===== src/rtl/ikaopll_timing_pkg.sv =====
// Shared timing constants for the IKAOPLL cycle sequencer and its consumers.
// Slot numbers are 5-bit to match o_CYCLE_NUM.
package ikaopll_timing_pkg;

  localparam int unsigned FRAME_LEN_DEF = 18;

  localparam logic [4:0] SLOT_00   = 5'd0;
  localparam logic [4:0] SLOT_D3   = 5'd3;
  localparam logic [4:0] SLOT_D4   = 5'd4;
  localparam logic [4:0] SLOT_LAST = 5'(FRAME_LEN_DEF - 1);

  // Number of phi1 cycles the slot-3 strobe is delayed to form D3_ZZ.
  localparam int unsigned D3_DELAY = 2;

endpackage


===== src/rtl/ikaopll_cen_div.sv =====
// Divides the master clock enable into the two-phase phi1 enables.
// NCEN fires at the half-period tick, PCEN at the end-of-period tick.
module ikaopll_cen_div #(
  parameter int unsigned PHI_DIV = 4
) (
  input  logic emuclk,
  input  logic i_RST_n,
  input  logic i_MCEN_n,
  output logic o_phi1_PCEN_n,
  output logic o_phi1_NCEN_n
);

  localparam int unsigned DW = (PHI_DIV > 2) ? $clog2(PHI_DIV) : 1;
  localparam logic [DW-1:0] DIV_NEG  = DW'(PHI_DIV / 2 - 1);
  localparam logic [DW-1:0] DIV_LAST = DW'(PHI_DIV - 1);

  logic          tick;
  logic [DW-1:0] div_q, div_d;

  always_comb begin
    tick  = ~i_MCEN_n;
    div_d = div_q;
    if (tick) div_d = (div_q == DIV_LAST) ? '0 : div_q + 1'b1;
  end

  always_ff @(posedge emuclk) begin
    if (!i_RST_n) begin
      div_q         <= '0;
      o_phi1_NCEN_n <= 1'b1;
      o_phi1_PCEN_n <= 1'b1;
    end else begin
      div_q         <= div_d;
      o_phi1_NCEN_n <= ~(tick & (div_q == DIV_NEG));
      o_phi1_PCEN_n <= ~(tick & (div_q == DIV_LAST));
    end
  end

endmodule


===== src/rtl/ikaopll_cycle_sequencer.sv =====
// Phi1 enable generation plus the per-frame slot counter and registered slot strobes.
// All strobes are decoded from the next counter value so they align with o_CYCLE_NUM.
module ikaopll_cycle_sequencer
  import ikaopll_timing_pkg::*;
#(
  parameter int unsigned PHI_DIV   = 4,
  parameter int unsigned FRAME_LEN = FRAME_LEN_DEF
) (
  input  logic       emuclk,
  input  logic       i_RST_n,
  input  logic       i_MCEN_n,
  input  logic       i_HOLD,
  output logic       o_phi1_PCEN_n,
  output logic       o_phi1_NCEN_n,
  output logic [4:0] o_CYCLE_NUM,
  output logic       o_CYCLE_00,
  output logic       o_CYCLE_17,
  output logic       o_CYCLE_D4,
  output logic       o_CYCLE_D3_ZZ,
  output logic       o_FRAME_STB
);

  localparam logic [4:0] LAST = 5'(FRAME_LEN - 1);

  ikaopll_cen_div #(
    .PHI_DIV(PHI_DIV)
  ) u_cen_div (
    .emuclk       (emuclk),
    .i_RST_n      (i_RST_n),
    .i_MCEN_n     (i_MCEN_n),
    .o_phi1_PCEN_n(o_phi1_PCEN_n),
    .o_phi1_NCEN_n(o_phi1_NCEN_n)
  );

  logic                adv;
  logic [4:0]          cyc_q, cyc_d;
  logic                c00_q, c17_q, d4_q, d3_q, stb_q;
  logic [D3_DELAY-1:0] d3_sr_q;

  always_comb begin
    adv   = ~o_phi1_NCEN_n & ~i_HOLD;
    cyc_d = (cyc_q == LAST) ? 5'd0 : cyc_q + 5'd1;
  end

  always_ff @(posedge emuclk) begin
    if (!i_RST_n) begin
      cyc_q   <= LAST;
      c00_q   <= 1'b0;
      c17_q   <= 1'b1;
      d4_q    <= 1'b0;
      d3_q    <= 1'b0;
      d3_sr_q <= '0;
      stb_q   <= 1'b0;
    end else begin
      stb_q <= 1'b0;
      if (adv) begin
        cyc_q   <= cyc_d;
        c00_q   <= (cyc_d == SLOT_00);
        c17_q   <= (cyc_d == LAST);
        d4_q    <= (cyc_d == SLOT_D4);
        d3_q    <= (cyc_d == SLOT_D3);
        // Shift input is the registered slot-3 strobe, so the tap lands on slot 5.
        d3_sr_q <= {d3_sr_q[D3_DELAY-2:0], d3_q};
        stb_q   <= (cyc_d == SLOT_00);
      end
    end
  end

  always_comb begin
    o_CYCLE_NUM   = cyc_q;
    o_CYCLE_00    = c00_q;
    o_CYCLE_17    = c17_q;
    o_CYCLE_D4    = d4_q;
    o_CYCLE_D3_ZZ = d3_sr_q[D3_DELAY-1];
    o_FRAME_STB   = stb_q;
  end

endmodule

===== config.mk =====
export PLATFORM = sky130hd
export DESIGN_NAME = ikaopll_cycle_sequencer
export DESIGN_NICKNAME = d
export VERILOG_FILES = /design/src/rtl/ikaopll_timing_pkg.sv /design/src/rtl/ikaopll_cen_div.sv /design/src/rtl/ikaopll_cycle_sequencer.sv
export SDC_FILE = /design/constraint.sdc
export NUM_CORES = 1
export LEC_CHECK = 0
export CORE_AREA = 4 4 49 51
export CTS_CLUSTER_DIAMETER = 150
export CTS_CLUSTER_SIZE = 16
export DETAILED_ROUTE_END_ITERATION = 8
export DIE_AREA = 0 0 53 55
export DONT_BUFFER_PORTS = 1
export GPL_ROUTABILITY_DRIVEN = 0
export REMOVE_ABC_BUFFERS = 1
export SYNTH_ARGS = -nofsm -noshare
export SYNTH_HDL_FRONTEND = slang
export SYNTH_SLANG_ARGS = --single-unit
export TNS_END_PERCENT = 100

===== constraint.sdc =====
create_clock -name emuclk -period 1.3 [get_ports emuclk]
set_clock_uncertainty 0.15 [all_clocks]
set_input_delay 0.13 -clock emuclk [delete_from_list [all_inputs] [get_ports emuclk]]
set_output_delay 0.13 -clock emuclk [all_outputs]
set_load 0.005 [all_outputs]

-- Yosys cells after proc, flatten, opt, wreduce, memory -nomap -nowiden
Index checks and enable logic that the tools add are counted.
- output and inout port bits: 12
- input bits: 4
- bits in registers: 16
- word-level logic and storage cells: 30
- $add $sub $neg: 2
- eq/ne operators: 6
- reductions and logical operators: 2
- bitwise gates (word level): 8
- multiplexer cells: 2
- operator list (kind ; count):
    == test 5 bit, second input constant ; 2
    adder 5 x 1 -> 5 bit, second input constant ; 1
    == test 5 x 2 -> 1 bit, second input constant ; 1
    == test 5 x 3 -> 1 bit, second input constant ; 1
    logical NOT 5 bit ; 1
    two-way mux 5 bit ; 1
    inverter 1 bit ; 5
    bitwise AND 1 bit ; 3
    adder 2 x 1 -> 2 bit, second input constant ; 1
    == test 2 x 1 -> 1 bit, second input constant ; 1
    == test 2 bit, second input constant ; 1
    two-way mux 2 bit ; 1
    AND reduction 2 bit ; 1

-- Logic depth before layout (Yosys ltp)
Gate-level depths: netlist of the first run.
- depth after elaboration: 3
- gate-level depth with buffers: 6

-- Cells and area by module
From an unflattened synthesis of the first run, not the netlist that was laid out.
- cell total of the unflattened synthesis: 90
- area, all modules: 795.8 um2
- by module, submodules not included (module ; cells each ; times used ; area each (um2) ; sequential area each (um2)):
    ikaopll_cycle_sequencer ; 74 ; 1 ; 635.6 ; 240.2
    ikaopll_cen_div ; 16 ; 1 ; 160.2 ; 80.1

-- Worst setup path before layout of the first run
OpenSTA, ideal clock, no wires.
- path kind: reg2reg
- start point: register cyc_q[0] (netlist: o_CYCLE_NUM[0])
- end point: register d3_q
- arrival: 1.233 ns
- setup slack: -0.170 ns
- buffers on the path: 0
- setup time: 0.087 ns
- data required time: 1.063 ns
- cell stages (with the launch flop): 6
- cell sequence: dfxtp_1 -> ha_1 -> nand2_2 -> mux2i_2 -> o21ai_2 -> o31ai_1
- word-level cells in the longest chain between the ends: 3
- elaborated cells between the ends (all ways): 4
- those cells by class: add/sub: 1; eq/ne: 2; mux: 1
- ends and longest elaborated chain (what ; RTL line ; RTL):
    start: declaration ; ikaopll_cycle_sequencer.sv:36 ; logic [4:0] cyc_q, cyc_d;
    start signal: assignment ; ikaopll_cycle_sequencer.sv:57 ; cyc_q <= cyc_d;
    adder 5 x 1 -> 5 bit or == test 5 bit (tied branches) ; ikaopll_cycle_sequencer.sv:42 ; cyc_d = (cyc_q == LAST) ? 5'd0 : cyc_q + 5'd1;
    two-way mux 5 bit * ; ikaopll_cycle_sequencer.sv:42 ;
    == test 5 x 2 -> 1 bit * ; ikaopll_cycle_sequencer.sv:61 ; d3_q <= (cyc_d == SLOT_D3);
    end signal: assignment ; ikaopll_cycle_sequencer.sv:61 ;
    end: declaration ; ikaopll_cycle_sequencer.sv:37 ; logic c00_q, c17_q, d4_q, d3_q, stb_q;
Every way passes the cells marked *; elsewhere a longest branch is shown, timed or not.
A chain may end at the register's enable or synchronous reset.

-- Worst setup path in the final report of the first run
- start point: register cyc_q[0] (netlist: o_CYCLE_NUM[0])
- end point: register d4_q (netlist: o_CYCLE_D4)
- word-level cells in the longest chain between the ends: 3
- elaborated cells between the ends (all ways): 4
- those cells by class: add/sub: 1; eq/ne: 2; mux: 1
- ends and longest elaborated chain (what ; RTL line ; RTL):
    adder 5 x 1 -> 5 bit or == test 5 bit (tied branches) ; ikaopll_cycle_sequencer.sv:42 ;
    two-way mux 5 bit * ; ikaopll_cycle_sequencer.sv:42 ;
    == test 5 x 3 -> 1 bit * ; ikaopll_cycle_sequencer.sv:60 ; d4_q <= (cyc_d == SLOT_D4);
    end signal: assignment ; ikaopll_cycle_sequencer.sv:60 ;
    end: declaration ; ikaopll_cycle_sequencer.sv:37 ;
Marked as above.

==> summary.md, run 1 <==
| Metric | Value |
|---|---|
| CTS tree | `done` |
| Worst-path fanout max | `5` |
| EDFF count, synth | `0` |
| Core area | `roughly 1900 µm²` |
| Largest net degree at the start of global routing | `16` |
| Ys async rst share | `0` |
| Crit. End Element | `flip-flop` |
| Final wirelength | `1.76 mm` |
| Outcome | `finished with violations` |
| Final hold slack | `-0.233 ns` |
| Synth unique cells | `34` |
| Synth warnings | `0` |
| Number of max-cap violations | `0` |
| Share of cells above drive strength 1 | `0.417` |
| Final worst slack | `-0.159 ns` |
| CP required | `1.35 ns` |
| Met1 Routed Length | `759 µm` |
| Final min period | `1.46 ns` |
| FF+latch area | `between 300 and 400 µm²` |
| Post-synth top flop | `dfxtp_1` |
| Clk root buf | `clkbuf_4` |
| Top sig layer | `met4` |
| Pint | `709 µW` |
| Failing checks | `negative hold slack, negative setup slack` |
| Final TNS setup | `-0.826 ns` |
| Die Ht | `55 µm` |
| Critical-path cell list | `ha_4 -> nor2b_1 -> a21oi_2 -> nand2b_1 -> o31ai_1` |
| Period utilization | `1.12` |
| Crit path DAT | `1.51 ns` |
| Yosys top cell area share | `0.380` |
| Metal3 WL | `about 80 µm` |
| Max frequency | `between 600 and 700 MHz` |
| Post-DR vias/cell | `5.02` |
| Initial Util | `0.434` |
| Drt first pass iters | `2` |
| Finish-stage setup viols | `9` |
| PwrDens | `831 nW/µm²` |
| ANT nets after route | `0` |
| Clock Tree Buf Depth | `2` |
| Sequential Power Share | `0.555` |
| Die X | `approximately 53 µm` |
| CP Launch Type | `flip-flop` |
| Post-Synthesis Cell Area | `between 800 and 900 µm²` |
| Mean Syn Cell Area | `around 9 µm²` |
| Die ar. | `between 2000 and 3000 µm²` |
| Vias in the first global route | `between 600 and 700` |
| Gr ovfl total | `0` |
| FILL cells | `204` |
| Yosys top cell by area | `dfxtp_1` |
| RSZ-0062 raised after global routing | `yes` |
| VDD IR max | `about 0.00061 V` |
| Slowest CP cell | `dfxtp_4` |
| FP Rows | `16` |
| Crit path largest cell delay | `0.41 ns` |
| Mapped Cells | `91` |
| Port bufs | `0` |
| Cts bufs inserted | `3` |
| Worst-skew pair later-pin latency | `0.28 ns` |
| Clock share of power | `0.354` |
| Design Power | `914 µW` |
| Sw frac | `0.224` |
| Sw power | `205 µW` |
| First-pass GRT wire length | `between 2 and 3 mm` |
| Leading post-synthesis cells by cell area | `dfxtp_1 (38%), ha_1 (8.9%), nand2_1 (8.0%), buf_6 (4.0%), nor2b_1 (3.7%)` |
| Htree depth | `1` |
| # diodes | `0` |
| Drt wl/cell | `~13 µm` |
| Final slew viol count | `0` |
| Synthesized flop and latch total | `16` |
| Most frequent cells in the layout | `nand2_1 (16), buf_4 (16), dfxtp_1 (13)` |
| DR iter-0 viols | `3` |
| Leakage | `0.000439 µW` |
| Final core occ | `0.566` |
| Crit Path Category | `reg2reg` |
| Synth-to-Final Area Change | `30.4%` |
| Comb power frac | `0.090` |
| Sink Count | `16` |
| Total number of vias | `678` |
| DRC violations left | `0` |
| Worst-Margin Slew | `0.272 ns` |
| Detailed Place HPWL | `1.27 mm` |
| Sequential element share of the synthesized area | `0.380` |
| Nets | `approximately 120` |
| Final hold violation count | `16` |
| Met2 Wirelength | `between 800 and 900 µm` |
| IO Count | `16` |
| Initial antenna violation count | `0` |
| Worst min path class | `in2reg` |
| CTS Hold Bufs | `1` |
| Clk pin slew, worst setup/hold paths | `0.09 ns` |
| Total track usage | `0.135` |
| Slew headroom | `0.818` |
| Multi-input logic area | `546 µm²` |
## final timing paths
kind | start | to | slack [ns] | cells past startpoint
worst max-delay path | o_CYCLE_NUM[0] | o_CYCLE_D4 | -0.16 | 5
worst min-delay path | i_RST_n | o_CYCLE_NUM[4] | -0.23 | 1
worst max register to register | o_CYCLE_NUM[0] | o_CYCLE_D4 | -0.16 | 5
worst min register to register | d3_sr_q[0] | d3_sr_q[1] | 0.32 | 2
## what timing repair did
action                                  in CTS  in global routing
endpoints found under the hold margin       16                 16
buffers inserted                             1                  0
endpoints found under the setup margin      10                 11
resized for setup                           18                  8
pin swaps                                   13                  5
## worst max-delay path, delay by kind of cell (launching register included)
| kind | cells | cell delay [ns] |
|---|---|---|
| flops | 1 | 0.41 |
| fa+ha+maj | 1 | 0.16 |
| compound gates | 2 | 0.34 |
| simple gates | 2 | 0.32 |
## state kept, by name, indices dropped and copies added, names as in the netlist
register,count
o_CYCLE_NUM,5
u_cen_div.o_phi1_PCEN_n,1
d3_q,1
u_cen_div.o_phi1_NCEN_n,1
o_FRAME_STB,1
u_cen_div.div_q,2
o_CYCLE_17,1
o_CYCLE_00,1
d3_sr_q,2
o_CYCLE_D4,1
## cells in the mapped netlist (3+ instances only)
cell,instances
nand2_1,18
dfxtp_1,16
ha_1,6
nor2b_1,5
nand3_1,4
a21boi_0,3
buf_6,3
inv_1,3
o31ai_1,3
## layer usage
| layer | up-vias | global-route usage |
|---|---|---|
| met4 | 0 | 0.0766 |
| li1 | 343 | - |
| met2 | 12 | 0.227 |
| met1 | 319 | 0.152 |
| met5 | - | 0 |
| met3 | 4 | 0.0429 |
## metrics by stage
| step | cell area, µm² | instances | setup WS [ns] | hold slack [ns] |
|---|---|---|---|---|
| finish | 1100 | 135 | -0.159 | -0.233 |
| CTS | 1070 | 135 | -0.155 | -0.240 |
| detailed placement | 942 | 129 | -0.222 | 0.0733 |
| global placement | 942 | 129 | -0.172 | 0.0647 |
| floorplan | 788 | 86 | -0.181 | 0.0584 |
| global route | 1100 | 135 | -0.208 | -0.251 |
## power groups by stage
stage / Combinational, µW / Sequential (µW) / Clock [µW]
final: 82.5 / 508 / 324
after detailed placement: 66.5 / 521 / 0
after global placement: 63.9 / 520 / 0
after CTS: 76.9 / 507 / 336
after floorplan: 41.8 / 521 / 0
after global routing: 90.2 / 509 / 361
## cell type report
cell class              instances  share of cell area
multi-input cells              67               0.496
flip-flops and latches         16               0.299
inverters                       3              0.0125
clock buffers                   4              0.0330
well taps                      27              0.0307
repair buffers                 18               0.129
## kinds of logic after synthesis
kind of cell    after synthesis  share of synthesized area
buf+inv                       8                     0.0786
simple gates                 40                      0.251
flops                        16                      0.380
mux                           1                     0.0163
xor+xnor                      3                     0.0312
compound gates               17                      0.154
fa+ha+maj                     6                     0.0890
(Power assumes the default switching activity.)
==> run 2, diff against run 1 <==
--- a/config.mk
+++ b/config.mk
@@ -12,6 +12,7 @@
 export DIE_AREA = 0 0 53 55
 export DONT_BUFFER_PORTS = 1
 export GPL_ROUTABILITY_DRIVEN = 0
+export GPL_TIMING_DRIVEN = 0
 export REMOVE_ABC_BUFFERS = 1
 export SYNTH_ARGS = -nofsm -noshare
 export SYNTH_HDL_FRONTEND = slang
==> run 2 against run 1 <==
The flow still finishes with violations (negative hold slack, negative setup slack); die area did not move; largest cell class unchanged; hold slack worse by 0.0026 ns; sequential power barely moved.
==> summary.md, run 2 (synthesis gave the netlist of run 1 again) <==
| Metric | Value |
|---|---|
| Outcome | `finished with violations` |
| Failing checks | `negative hold slack, negative setup slack` |
| Crit. End Element | `flip-flop` |
| DRC violations left | `0` |
| Number of max-cap violations | `0` |
| Most frequent cells in the layout | `nand2_1 (18), dfxtp_1 (11), nor2b_1 (5)` |
| Max frequency | `around 680 MHz` |
| Finish-stage setup viols | `7` |
| Clk pin slew, worst setup/hold paths | `0.10 ns` |
| Vias in the first global route | `just under 600` |
| Die Ht | `55 µm` |
| Critical path's top delay family | `flip-flops` |
| Period utilization | `1.13` |
| Finished Cell Area | `986 µm²` |
| Cts bufs inserted | `3` |
| Total number of vias | `622` |
| WP buf/inv | `0` |
| Final min period | `1.46 ns` |
| Gr ovfl total | `0` |
| # diodes | `0` |
| Final hold slack | `-0.236 ns` |
| Post-DP Area | `822 µm²` |
| IO Count | `16` |
| First-pass GRT wire length | `2.59 mm` |
| Sink Count | `16` |
| Drt wl/cell | `13.2 µm` |
| Clk root buf | `clkbuf_4` |
| Post-DR vias/cell | `slightly above 5` |
| Design Power | `916 µW` |
| PwrDens | `929 nW/µm²` |
| RSZ-0062 raised after global routing | `yes` |
| Crit path DAT | `1.52 ns` |
| FP Rows | `16` |
| CTS Hold Bufs | `1` |
| Final slew viol count | `0` |
| Pre-CTS WS | `-0.367 ns` |
| Die ar. | `2920 µm²` |
| Final worst slack | `-0.163 ns` |
| CP required | `1.36 ns` |
| Crit path largest cell delay | `0.40 ns` |
| FILL cells | `198` |
| Core area | `between 1500 and 2000 µm²` |
| Leading cell type in the layout, fill and taps excluded | `nand2_1` |
| Crit Path Category | `reg2reg` |
| Leakage | `0.000373 µW` |
| Slew headroom | `0.807` |
| Worst-path fanout max | `7` |
| Max reg flops | `5` |
| Nets | `106` |
| DR iter-0 viols | `6` |
| Worst-Margin Slew | `0.289 ns` |
| Slowest CP cell | `dfxtp_4` |
| Final hold violation count | `16` |
| Worst-skew pair later-pin latency | `0.29 ns` |
| Share of cells above drive strength 1 | `0.326` |
| Port bufs | `0` |
| CP Launch Type | `flip-flop` |
| Largest net degree at the start of global routing | `16` |
| Drt first pass iters | `4` |
| VDD IR max | `0.000535 V` |
| Clock Tree Buf Depth | `2` |
| ANT nets after route | `0` |
| Detailed Place HPWL | `around 1.1 mm` |
| Htree depth | `1` |
| Initial antenna violation count | `0` |
| CTS tree | `done` |
| Die X | `between 50 and 60 µm` |
| Worst min path class | `in2reg` |
| Final wirelength | `1.61 mm` |
| Total track usage | `0.127` |
| Initial Util | `0.434` |
| Critical-path cell list | `ha_4 -> nand2_2 -> mux2i_2 -> o21ai_2 -> o31ai_1` |
| Synth-to-Final Area Change | `16.9%` |
[run 2: cell count changes in the layout (fill, tap and decap cells not counted), sizes merged]
cell,change
buf,-13
[run 2: worst paths after layout]
kind,from,end,slack (ns),cells after the start
worst max-delay path,o_CYCLE_NUM[0],d3_q,-0.16,5
worst min-delay path,i_RST_n,o_CYCLE_NUM[4],-0.24,1
worst max register to register,o_CYCLE_NUM[0],d3_q,-0.16,5
worst min register to register,d3_sr_q[0],d3_sr_q[1],0.32,2
[run 2: report_power, final]
part           switching (µW)  internal, µW  leakage, µW  total (µW)
Combinational            32.9          36.5     0.000221        69.3
Sequential               14.1           496     0.000131         511
Clock                     165           171    0.0000210         336
[run 2: final cells by class]
class	instances	area, µm²	area share
clock buffer	4	36.3	0.0368
tap	27	33.8	0.0343
timing repair buffer	5	43.8	0.0444
sequential	16	332	0.336
multi-input combinational	67	527	0.534
inverter	3	13.8	0.0140
[run 2: per-layer routing]
layer  GRT usage  share of wire  vias to the layer above
met4      0.0766          0.031                        0
met1       0.147           0.43                      282
met3      0.0295          0.055                        7
met2       0.213           0.48                       14
li1            -              -                      319
met5           0              0                        -
[run 2: repair_timing]
item,CTS,global route
buffers inserted,2,2
pin swaps,7,4
resized for setup,19,4
setup endpoints to repair,10,10
hold endpoints to repair,16,16
[run 2: through the flow]
step	setup TNS, ns	instances	utilization
after floorplan	-0.881	86	-
after global placement	-1.93	113	0.423
after detailed placement	-2.39	113	0.423
after CTS	-0.864	120	0.486
after global routing	-1.44	122	0.508
final	-0.760	122	0.508
==> run 3, diff against run 2 <==
--- a/config.mk
+++ b/config.mk
@@ -5,11 +5,12 @@
 export SDC_FILE = /design/constraint.sdc
 export NUM_CORES = 1
 export LEC_CHECK = 0
-export CORE_AREA = 4 4 49 51
+export ABC_AREA = 1
+export CORE_AREA = 4 4 47 49
 export CTS_CLUSTER_DIAMETER = 150
 export CTS_CLUSTER_SIZE = 16
 export DETAILED_ROUTE_END_ITERATION = 8
-export DIE_AREA = 0 0 53 55
+export DIE_AREA = 0 0 51 53
 export DONT_BUFFER_PORTS = 1
 export GPL_ROUTABILITY_DRIVEN = 0
 export GPL_TIMING_DRIVEN = 0
==> run 3 against run 2 <==
The flow finishes with violations (negative setup slack); global-route usage grew 0.39 points; final cell count grew 5.7%; combinational power grew 42%; clock power shrank 3%; sequential cell count is the same; count of clock-buffer cells in the layout is the same; hold slack gained 0.28 ns.
==> summary.md, run 3 <==
| Metric | Value |
|---|---|
| Outcome | `finished with violations` |
| Failing checks | `negative setup slack` |
| Mean Syn Cell Area | `8.44 µm²` |
| Sequential element share of the synthesized area | `0.408` |
| Worst reg-to-reg setup slack | `-0.09 ns` |
| Clk root buf | `clkbuf_4` |
| Crit. End Element | `flip-flop` |
| Synth-to-Final Area Change | `21.5%` |
| Worst min path class | `in2reg` |
| Critical-path cell list | `inv_4 -> buf_4 -> ha_4 -> o21ai_2 -> nand4_1 -> o21ai_1` |
| Clk pin slew, worst setup/hold paths | `0.09 ns` |
| PwrDens | `~1000 nW/µm²` |
| Total track usage | `0.130` |
| Post-DP Area | `792 µm²` |
| Post-Synthesis Cell Area | `785 µm²` |
| Pre-CTS WS | `-0.288 ns` |
| Final hold violation count | `0` |
| Drt wl/cell | `12.1 µm` |
| Max reg flops | `5` |
| CP required | `1.38 ns` |
| Share of cells above drive strength 1 | `0.294` |
| Die Ht | `53 µm` |
| Leakage | `0.000384 µW` |
| Final hold slack | `about 0.047 ns` |
| Finished Cell Area | `953 µm²` |
| Final wirelength | `between 1.5 and 2 mm` |
| Finish-stage setup viols | `8` |
| Die X | `51 µm` |
| Port bufs | `0` |
| Ys async rst share | `0` |
| Design Power | `~940 µW` |
| Gr ovfl total | `0` |
| Cts bufs inserted | `3` |
| Period utilization | `1.07` |
| Post-DR vias/cell | `5.02` |
| Worst Setup EP | `o_CYCLE_00` |
| FILL cells | `177` |
| RSZ-0062 raised after global routing | `yes` |
| Cells on worst reg2reg path | `6` |
| Sink Count | `16` |
| IO Count | `16` |
| Synth warnings | `0` |
| Commonest cells in the synthesized netlist | `dfxtp_1 (16), nand2_1 (10), a21oi_1 (8), inv_1 (8), nor2_1 (8)` |
| Leading post-synthesis cells by cell area | `dfxtp_1 (41%), ha_1 (9.6%), a21oi_1 (5.1%), nand2_1 (4.8%), nand4_1 (4.8%)` |
| DR iter-0 viols | `9` |
| Final min period | `1.39 ns` |
| Global Route met2 Usage | `0.215` |
| Reg-to-reg critical path startpoint | `o_CYCLE_NUM[1]` |
| Final slew viol count | `0` |
| Initial Util | `0.421` |
| Yosys top cell by area | `dfxtp_1` |
| Post-synth top flop | `dfxtp_1` |
| Vias in the first global route | `580` |
| Initial antenna violation count | `0` |
| Detailed Place HPWL | `984 µm` |
| Core area | `approximately 1900 µm²` |
| Leading cell type in the layout, fill and taps excluded | `dfxtp_1` |
| Met3 Use GR | `0.0620` |
| VDD IR max | `0.000629 V` |
| Placed cell count | `117` |
| Number of max-cap violations | `0` |
| GR peak layer | `met2` |
| Die ar. | `2700 µm²` |
| Yosys top cell area share | `0.408` |
| Drt first pass iters | `3` |
| Nets | `about 110` |
| Final worst slack | `-0.0878 ns` |
| Synth unique cells | `25` |
| Crit path largest cell delay | `0.40 ns` |
| Max frequency | `721 MHz` |
| Worst-skew pair later-pin latency | `0.29 ns` |
| CTS tree | `done` |
| Terminus of the critical flop-to-flop path | `o_CYCLE_00` |
| DRC violations left | `0` |
| Slew headroom | `0.782` |
| ANT nets after route | `0` |
| Mapped Cells | `93` |
| First-pass GRT wire length | `2.58 mm` |
| Slowest CP cell | `dfxtp_4` |
| Worst-path fanout max | `6` |
| Largest net degree at the start of global routing | `13` |
| # diodes | `0` |
| Final Instance Count excl. Fillers | `129` |
| Total number of vias | `648` |
| Htree depth | `1` |
| Most frequent cells in the layout | `dfxtp_1 (13), nand2_1 (9), a21oi_1 (8), nor2_1 (8)` |
| Worst-Margin Slew | `around 0.33 ns` |
| FP Rows | `16` |
| Most frequent cell after synthesis | `dfxtp_1` |
| Synthesized flop and latch total | `16` |
| CP Launch Type | `flip-flop` |
| Critical path origin | `o_CYCLE_NUM[1]` |
| Crit Path Category | `reg2reg` |
| EDFF count, synth | `0` |
| Met1 GRT Util | `0.152` |
| Clock Tree Buf Depth | `2` |
| Crit path DAT | `roughly 1.5 ns` |
run 3: changes by cell type after synthesis, sizes merged, moves of 5 or more:
cell,previous run,this run
nor2,2,11
inv,3,10
nand2,19,13
nand4,0,6
a21oi,3,8
nor2b,5,0
o21ai,3,8
run 3: cells by family (layout without fill, tap and decap cells):
logic type      count (synthesis)  after routing  synth area share
simple gates                   38             38             0.270
compound gates                 19             19             0.140
flops                          16             16             0.408
buf+inv                        14             23            0.0861
fa+ha+maj                       6              6            0.0957
run 3: metal layers:
metal	share of wire	wire length, µm	up-vias
met5	0	0	-
met4	0.0051	8	0
met3	0.051	80	2
met2	0.50	781	11
met1	0.44	691	305
li1	-	-	330
run 3: where the power goes:
group | total (µW) | switching [µW] | internal, µW
clock network | 326 | 155 | 171
registers | 515 | 15.0 | 500
logic | 98.2 | 55.1 | 43.1
run 3: timing repair:
item | 4_1_cts | 5_1_grt
hold buffers | 1 | 3
pin swaps | 8 | 6
endpoints found under the setup margin | 9 | 10
gates resized for setup | 14 | 2
endpoints found under the hold margin | 16 | 14
setup buffers | 4 | 0
run 3: cell type report:
cell class	instances	area, µm²	area share
Multi-Input combinational cell	63	439	0.461
Sequential cell	16	329	0.345
Timing Repair Buffer	8	70.1	0.0735
Inverter	11	45.0	0.0472
Clock buffer	4	36.3	0.0381
Tap cell	27	33.8	0.0354
run 3: critical path: cells and delay by family, from the launching register on:
kind	cells	cell delay (ns)
simple gates	1	0.13
fa+ha+maj	1	0.21
flops	1	0.40
buf+inv	2	0.19
compound gates	2	0.25
run 3: worst min-delay path by stage:
stage,slack [ns],end,cells past startpoint,startpoint
6_report,0.05,o_CYCLE_NUM[1],2,i_HOLD
4_1_cts,-0.23,u_cen_div.o_phi1_NCEN_n,1,i_RST_n
3_5_place_dp,0.07,u_cen_div.o_phi1_NCEN_n,1,i_RST_n
3_3_place_gp,0.07,u_cen_div.o_phi1_NCEN_n,1,i_RST_n
5_1_grt,0.05,o_CYCLE_NUM[1],2,i_HOLD
2_1_floorplan,0.06,u_cen_div.o_phi1_NCEN_n,1,i_RST_n
run 3: through the flow:
stage	setup TNS [ns]	utilization
floorplan	-0.735	-
global route	-1.21	0.512
global placement	-1.85	0.425
CTS	-0.489	0.492
detailed placement	-2.05	0.425
finish	-0.416	0.512
